$ cat src/rtl/sync_bus_filter.sv
// Multi-channel synchronizer with per-channel stability filter and rise/fall pulses.
// Optional simulation-only macro SYNC_INJECT_METASTABILITY_EN randomizes first-stage samples on input changes.
module sync_bus_filter #(
   parameter int unsigned          NCHANNELS  = 4,
   parameter int unsigned          NSTAGES    = 2,
   parameter int unsigned          FILTER_CNT = 3,
   parameter logic [NCHANNELS-1:0] RST_VAL    = '0
) (
   input  logic                 i_clk,
   input  logic                 i_rst,
   input  logic [NCHANNELS-1:0] i_data_in,
   output logic [NCHANNELS-1:0] o_data_early,
   output logic [NCHANNELS-1:0] o_data_out,
   output logic [NCHANNELS-1:0] o_data_filt,
   output logic [NCHANNELS-1:0] o_rise,
   output logic [NCHANNELS-1:0] o_fall,
   output logic [NCHANNELS-1:0] o_pending
);

   localparam int unsigned   CW       = $clog2(FILTER_CNT + 1);
   localparam logic [CW-1:0] CNT_LAST = CW'(FILTER_CNT - 1);

   if (NCHANNELS < 1) begin : g_chk_nch
      $error("sync_bus_filter: NCHANNELS must be >= 1");
   end
   if (NSTAGES < 2) begin : g_chk_nst
      $error("sync_bus_filter: NSTAGES must be >= 2");
   end
   if (FILTER_CNT < 1) begin : g_chk_flt
      $error("sync_bus_filter: FILTER_CNT must be >= 1");
   end

   logic [NCHANNELS-1:0] r_stage [NSTAGES];
   logic [NCHANNELS-1:0] r_filt;
   logic [NCHANNELS-1:0] r_rise;
   logic [NCHANNELS-1:0] r_fall;
   logic [CW-1:0]        r_cnt [NCHANNELS];
   logic [NCHANNELS-1:0] w_sync;

`ifdef SYNC_INJECT_METASTABILITY_EN
   logic [NCHANNELS-1:0] r_prev_in;

   always_ff @(posedge i_clk) begin
      if (i_rst) begin
         r_prev_in <= RST_VAL;
      end else begin
         r_prev_in <= i_data_in;
      end
   end
`endif

   always_ff @(posedge i_clk) begin
      if (i_rst) begin
         for (int unsigned k = 0; k < NSTAGES; k++) begin
            r_stage[k] <= RST_VAL;
         end
      end else begin
`ifdef SYNC_INJECT_METASTABILITY_EN
         // A level changing across the sampling edge resolves to an arbitrary value.
         for (int unsigned ch = 0; ch < NCHANNELS; ch++) begin
            if (i_data_in[ch] != r_prev_in[ch]) begin
               r_stage[0][ch] <= 1'($urandom % 2);
            end else begin
               r_stage[0][ch] <= i_data_in[ch];
            end
         end
`else
         r_stage[0] <= i_data_in;
`endif
         for (int unsigned k = 1; k < NSTAGES; k++) begin
            r_stage[k] <= r_stage[k-1];
         end
      end
   end

   assign w_sync       = r_stage[NSTAGES-1];
   assign o_data_out   = w_sync;
   assign o_data_early = r_stage[NSTAGES-2];

   // The counter is cleared on adoption, so it never reaches FILTER_CNT.
   always_ff @(posedge i_clk) begin
      if (i_rst) begin
         r_filt <= RST_VAL;
         r_rise <= '0;
         r_fall <= '0;
         for (int unsigned ch = 0; ch < NCHANNELS; ch++) begin
            r_cnt[ch] <= '0;
         end
      end else begin
         r_rise <= '0;
         r_fall <= '0;
         for (int unsigned ch = 0; ch < NCHANNELS; ch++) begin
            if (w_sync[ch] == r_filt[ch]) begin
               r_cnt[ch] <= '0;
            end else if (r_cnt[ch] < CNT_LAST) begin
               r_cnt[ch] <= r_cnt[ch] + 1'b1;
            end else begin
               r_filt[ch] <= w_sync[ch];
               r_rise[ch] <= w_sync[ch];
               r_fall[ch] <= ~w_sync[ch];
               r_cnt[ch]  <= '0;
            end
         end
      end
   end

   always_comb begin
      o_pending = '0;
      for (int unsigned ch = 0; ch < NCHANNELS; ch++) begin
         o_pending[ch] = (r_cnt[ch] != '0);
      end
   end

   assign o_data_filt = r_filt;
   assign o_rise      = r_rise;
   assign o_fall      = r_fall;

endmodule

$ cat config.mk
export PLATFORM = sky130hd
export DESIGN_NAME = sync_bus_filter
export DESIGN_NICKNAME = d
export VERILOG_FILES = /design/src/rtl/sync_bus_filter.sv
export SDC_FILE = /design/constraint.sdc
export NUM_CORES = 1
export LEC_CHECK = 0
export ABC_AREA = 1
export BUFFER_PORTS_ARGS = -buffer_cell sky130_fd_sc_hd__buf_2
export CORE_MARGIN = 8
export CORE_UTILIZATION = 45
export DETAILED_ROUTE_END_ITERATION = 12
export PLACE_DENSITY = 0.73
export SLEW_MARGIN = 20
export SYNTH_ARGS = -nofsm -noshare
export SYNTH_HDL_FRONTEND = slang
export SYNTH_SLANG_ARGS = --single-unit
$ cat constraint.sdc
create_clock -name i_clk -period 1.2 [get_ports i_clk]
set_input_delay 0.24 -clock i_clk [delete_from_list [all_inputs] [get_ports i_clk]]
set_output_delay 0.24 -clock i_clk [all_outputs]
set_load 0.05 [all_outputs]
# Yosys cells after proc, flatten, opt, wreduce, memory -nomap -nowiden
# Memories as Yosys holds them, arrays and structs flattened.
# Cells that the tools add are included.
[word_totals]
register_bits = 12
ram_bits = 16
in_bits = 6
out_inout_bits = 24
elab_cells = 125
n_memories = 2
[memory_table]
columns = ["name", "depth", "width", "read_ports", "rd_ports_with_merged_regs", "wr", "line_no", "source"]
rows = [
  ["r_cnt", 4, 2, 4, 0, 4, "37", "logic [CW-1:0] r_cnt [NCHANNELS];"],
  ["r_stage", 2, 4, 2, 0, 2, "33", "logic [NCHANNELS-1:0] r_stage [NSTAGES];"],
]
[classes]
n_addsub = 4
magnitude_cmp = 4
eq_ne = 4
muxes = 61
n_bitwise = 26
n_reduce_logical = 12
[ops]
columns = ["cell", "n"]
rows = [
  ["2-to-1 mux 1 bit", 47],
  ["2-to-1 mux 2 bit", 12],
  ["bitwise OR 1 bit", 14],
  ["NOT 1 bit", 12],
  ["OR reduction 3 bit", 4],
  ["adder 2 x 1 -> 2 bit (second input constant)", 4],
  ["less-than comparator 2 bit (second input constant)", 4],
  ["2-to-1 mux 4 bit", 2],
  ["AND reduction 2 bit", 4],
  ["nonzero test 2 bit", 4],
  ["equality test 1 bit", 4],
]

# Longest topological paths before layout
[logic_depth]
word_depth = 7
ltp_mapped = 5
mapped_depth_nobuf = 4

# Least setup slack after synthesis
# OpenSTA, ideal clock, no wires.
[synth_timing]
path_type = "reg2reg"
from = "memory r_stage[1][0], in the netlist r_stage[0][4]"
to = "memory r_cnt[0][0] (netlist name) (data pin)"
setup_time_ns = 0.253
arrival_time_ns = 0.983
required_time_ns = 0.947
slack_ns = -0.036
path_stages_with_launch = 4
path_buffers = 0
synth_period_minus_slack_ns = 1.236
path_cell_list = "dfxtp_1 -> nand2_1 -> nand4_1 -> nor2_1"
[synth_rtl]
columns = ["element", "line_no"]
rows = [
  ["start: declaration", "33"],
  ["end: declaration", "37"],
]

==> key figures <==
Outcome
  – Outcome: complete, but fails checks
  – Failing checks: negative setup slack

Pwr
  – Comb pwr share: between 10% and 20%
  – Sequential share of power: between 50% and 60%
  – PwrDens: 1200 nW/um^2
  – Final Total Pwr: between 1500 and 2000 uW
  – Clk network pwr share: about a quarter
  – NetSw: 492 uW
  – Sw Ratio: approximately 27%
  – Leak: approximately 0.00075 uW
  – VDD IR max: around 0.68 mV
  – Power Internal: about 1300 uW

Logic synthesis
  – Simple-gate share of the synthesized area: 16.8%
  – Post-synthesis compound-gate area fraction: 6.19%
  – Synth Area in Adders: about 4.4%
  – Largest family of logic cells by synthesized area: simple AND/OR/NAND/NOR gates
  – Synth Area per Inst: about 9.4 sq um
  – Mux share of post-synthesis cell area: 0%
  – Synth Cell Area: 1130 sq um
  – Synth Instances: 120
  – Synth cell types: 16
  – XOR/XNOR share of the synthesized area: 0%
  – YS warnings: 0
  – #FFs+latches synth: 28
  – Post-synthesis sequential area ratio: a little under three fifths

Timing
  – Hold WS: around 0.11 ns
  – Minimum clock period: 1.40 ns
  – Fin. max-slew vios: 0
  – RSZ-0062 raised after global routing: yes
  – Setup Viol. Count Final: 4
  – Fmax: between 0.7 and 0.8 GHz
  – Fin Clk Skew: just over 0.003 ns
  – Final Hold Fails: 0
  – Period utilization: 116%
  – Final WS setup: -0.197 ns

Setup path
  – WS Path Type: flop to output port
  – Data required time at the worst endpoint: approximately 0.96 ns
  – Crit. End Element: output port
  – Cells on worst reg2reg path: 4
  – Setup crit start kind: flop
  – CP Max Fanout: 2
  – Worst Path Arrival: around 1.2 ns

Floorplan
  – CORE AREA: about 2400 sq um
  – Row cnt: 18
  – Chip Width: around 66 um
  – Die area: roughly 4400 sq um
  – Chip height: 66.2 um
  – IO Count: 30
  – Starting Density: approximately 47%

Routing
  – Avg Vias per Cell: 4.42
  – WL met1: 837 um
  – Detail Route Antenna Nets: 0
  – # DRC: 0
  – Metal2 WL: around 940 um
  – Starting DRT DRC Count: about 60
  – Top sig layer: met4
  – WL final: a little under 2000 um
  – TritonRoute pass-1 iters: 4
  – Vias: 857
  – DR WL/cell: 10.2 um
  – Metal3 WL: ~160 um

GRT
  – Initial antenna violation count: 0
  – Vias in the first global route: 831
  – Grt ovf: 0
  – Global-route wire length before repair: between 3000 and 4000 um
  – Overall routing resource usage: roughly 10%
  – Largest net degree at the start of global routing: 17

Finish
  – Commonest cells after routing, fill and taps aside: inv_1 (28), nor2_1 (16), buf_4 (14)
  – Area grow syn2layout: 32.7%
  – Final Util: between 60 and 70%
  – Final net count: 175
  – Commonest non-fill, non-tap cell in the layout: inv_1
  – Non-filler cells, final: ~190
  – # diodes: 0
  – Layout cells sized above 1: 43.3%

Min path
  – Hold path cells: 3
  – Min-Delay Path Class: input port to flop

Placement
  – Placed cells: 189
  – Port Buffers: 29
  – GP Congestion: just under 0.7
  – Final HPWL DP: 1530 um
  – Pre-CTS setup slack: between 0.09 and 0.1 ns

Clock tree
  – Cts bufs inserted: 3
  – Clock root buffer: clkbuf_4
  – H-tree level count: 1
  – # clock sinks: 28
  – Clock latency on the worst-skew pair: ~0.31 ns
  – Max Root-Sink Buffers: 2
  – CTS tree: yes
  – Clock transition at path regs: between 0.1 and 0.15 ns

Flow run
  – Max cap viols: 0
[synthesized netlist by cell type]
| library cell | instances | area [sq um] |
|---|---|---|
| dfxtp_1 | 20 | 400 |
| nor3_2 | 2 | 20.0 |
| conb_1 | 1 | 3.75 |
| nor3_1 | 2 | 10.0 |
| o21ai_2 | 4 | 35.0 |
| buf_12 | 1 | 20.0 |
| nand2_2 | 2 | 12.5 |
| nand4_1 | 8 | 50.1 |
| edfxtp_1 | 8 | 240 |
| inv_8 | 1 | 11.3 |
| a21oi_2 | 4 | 35.0 |
| nor2_1 | 16 | 60.1 |
| inv_1 | 36 | 135 |
| nand2_1 | 10 | 37.5 |
| buf_6 | 1 | 11.3 |
| ha_1 | 4 | 50.1 |
[worst max-delay path, cell delays in order, from the launching register on]
cell and delay (ns):
edfxtp_1 0.41, inv_1 0.09, ha_2 0.17, inv_2 0.04, buf_6 0.14
[final timing paths]
kind	start	endpoint	slack, ns
hold / removal	i_data_in[3]	r_stage[0][3]$_SDFF_PP0_	0.11
setup reg to reg	r_cnt[0][1]$_SDFFCE_PP0P_	r_cnt[0][1]$_SDFFCE_PP0P_	0.13
hold reg to reg	r_stage[0][3]$_SDFF_PP0_	r_stage[0][7]$_SDFF_PP0_	0.42
setup / recovery	r_cnt[0][1]$_SDFFCE_PP0P_	o_pending[0]	-0.20
[cell families after synthesis]
group | count (synthesis)
AO/OA/AOI/OAI | 8
adder cells (fa/ha/maj) | 4
buffers and inverters | 39
flip-flops | 28
other | 1
AND/OR/NAND/NOR | 40
[area by class of cell]
| class | count | area (sq um) |
|---|---|---|
| flip-flops and latches | 28 | 649 |
| inverters | 37 | 146 |
| multi-input cells | 60 | 380 |
| well taps | 30 | 37.5 |
| repair buffers | 35 | 253 |
| clock buffers | 4 | 36.3 |
| fillers | 214 | 930 |
[through the flow]
step,cell area (sq um),setup TNS (ns)
final,1500,-0.782
after global routing,1500,-1.02
after CTS,1490,-0.767
after detailed placement,1360,0
after global placement,1360,0
after floorplan,1170,0
[metal layers]
layer / track usage [%] / up-vias
met1: 11.1 / 386
met2: 15.7 / 27
met4: 6.40 / 0
li1: - / 440
met5: 0 / -
met3: 2.37 / 4
[registers in the layout, summed over array words and instances, names as in the netlist]
name / count
o_fall: 4
r_stage: 8
o_data_filt: 4
r_cnt: 8
o_rise: 4
[power by group through the flow]
stage | sequential [uW] | combinational (uW) | clock [uW]
4_1_cts | 1040 | 318 | 454
5_1_grt | 1050 | 349 | 494
3_5_place_dp | 1060 | 279 | 0
6_report | 1040 | 321 | 435
3_3_place_gp | 1060 | 274 | 0
2_1_floorplan | 1140 | 138 | 0
[repair_timing]
| action | in CTS | in global routing |
|---|---|---|
| endpoints found under the setup margin | 13 | 14 |
| gates resized for setup | 26 | 13 |
| setup buffers | 4 | 1 |
| pin swaps | 1 | 4 |
| hold buffers | 0 | 0 |
Note: power is estimated with default switching activity, not from simulation.
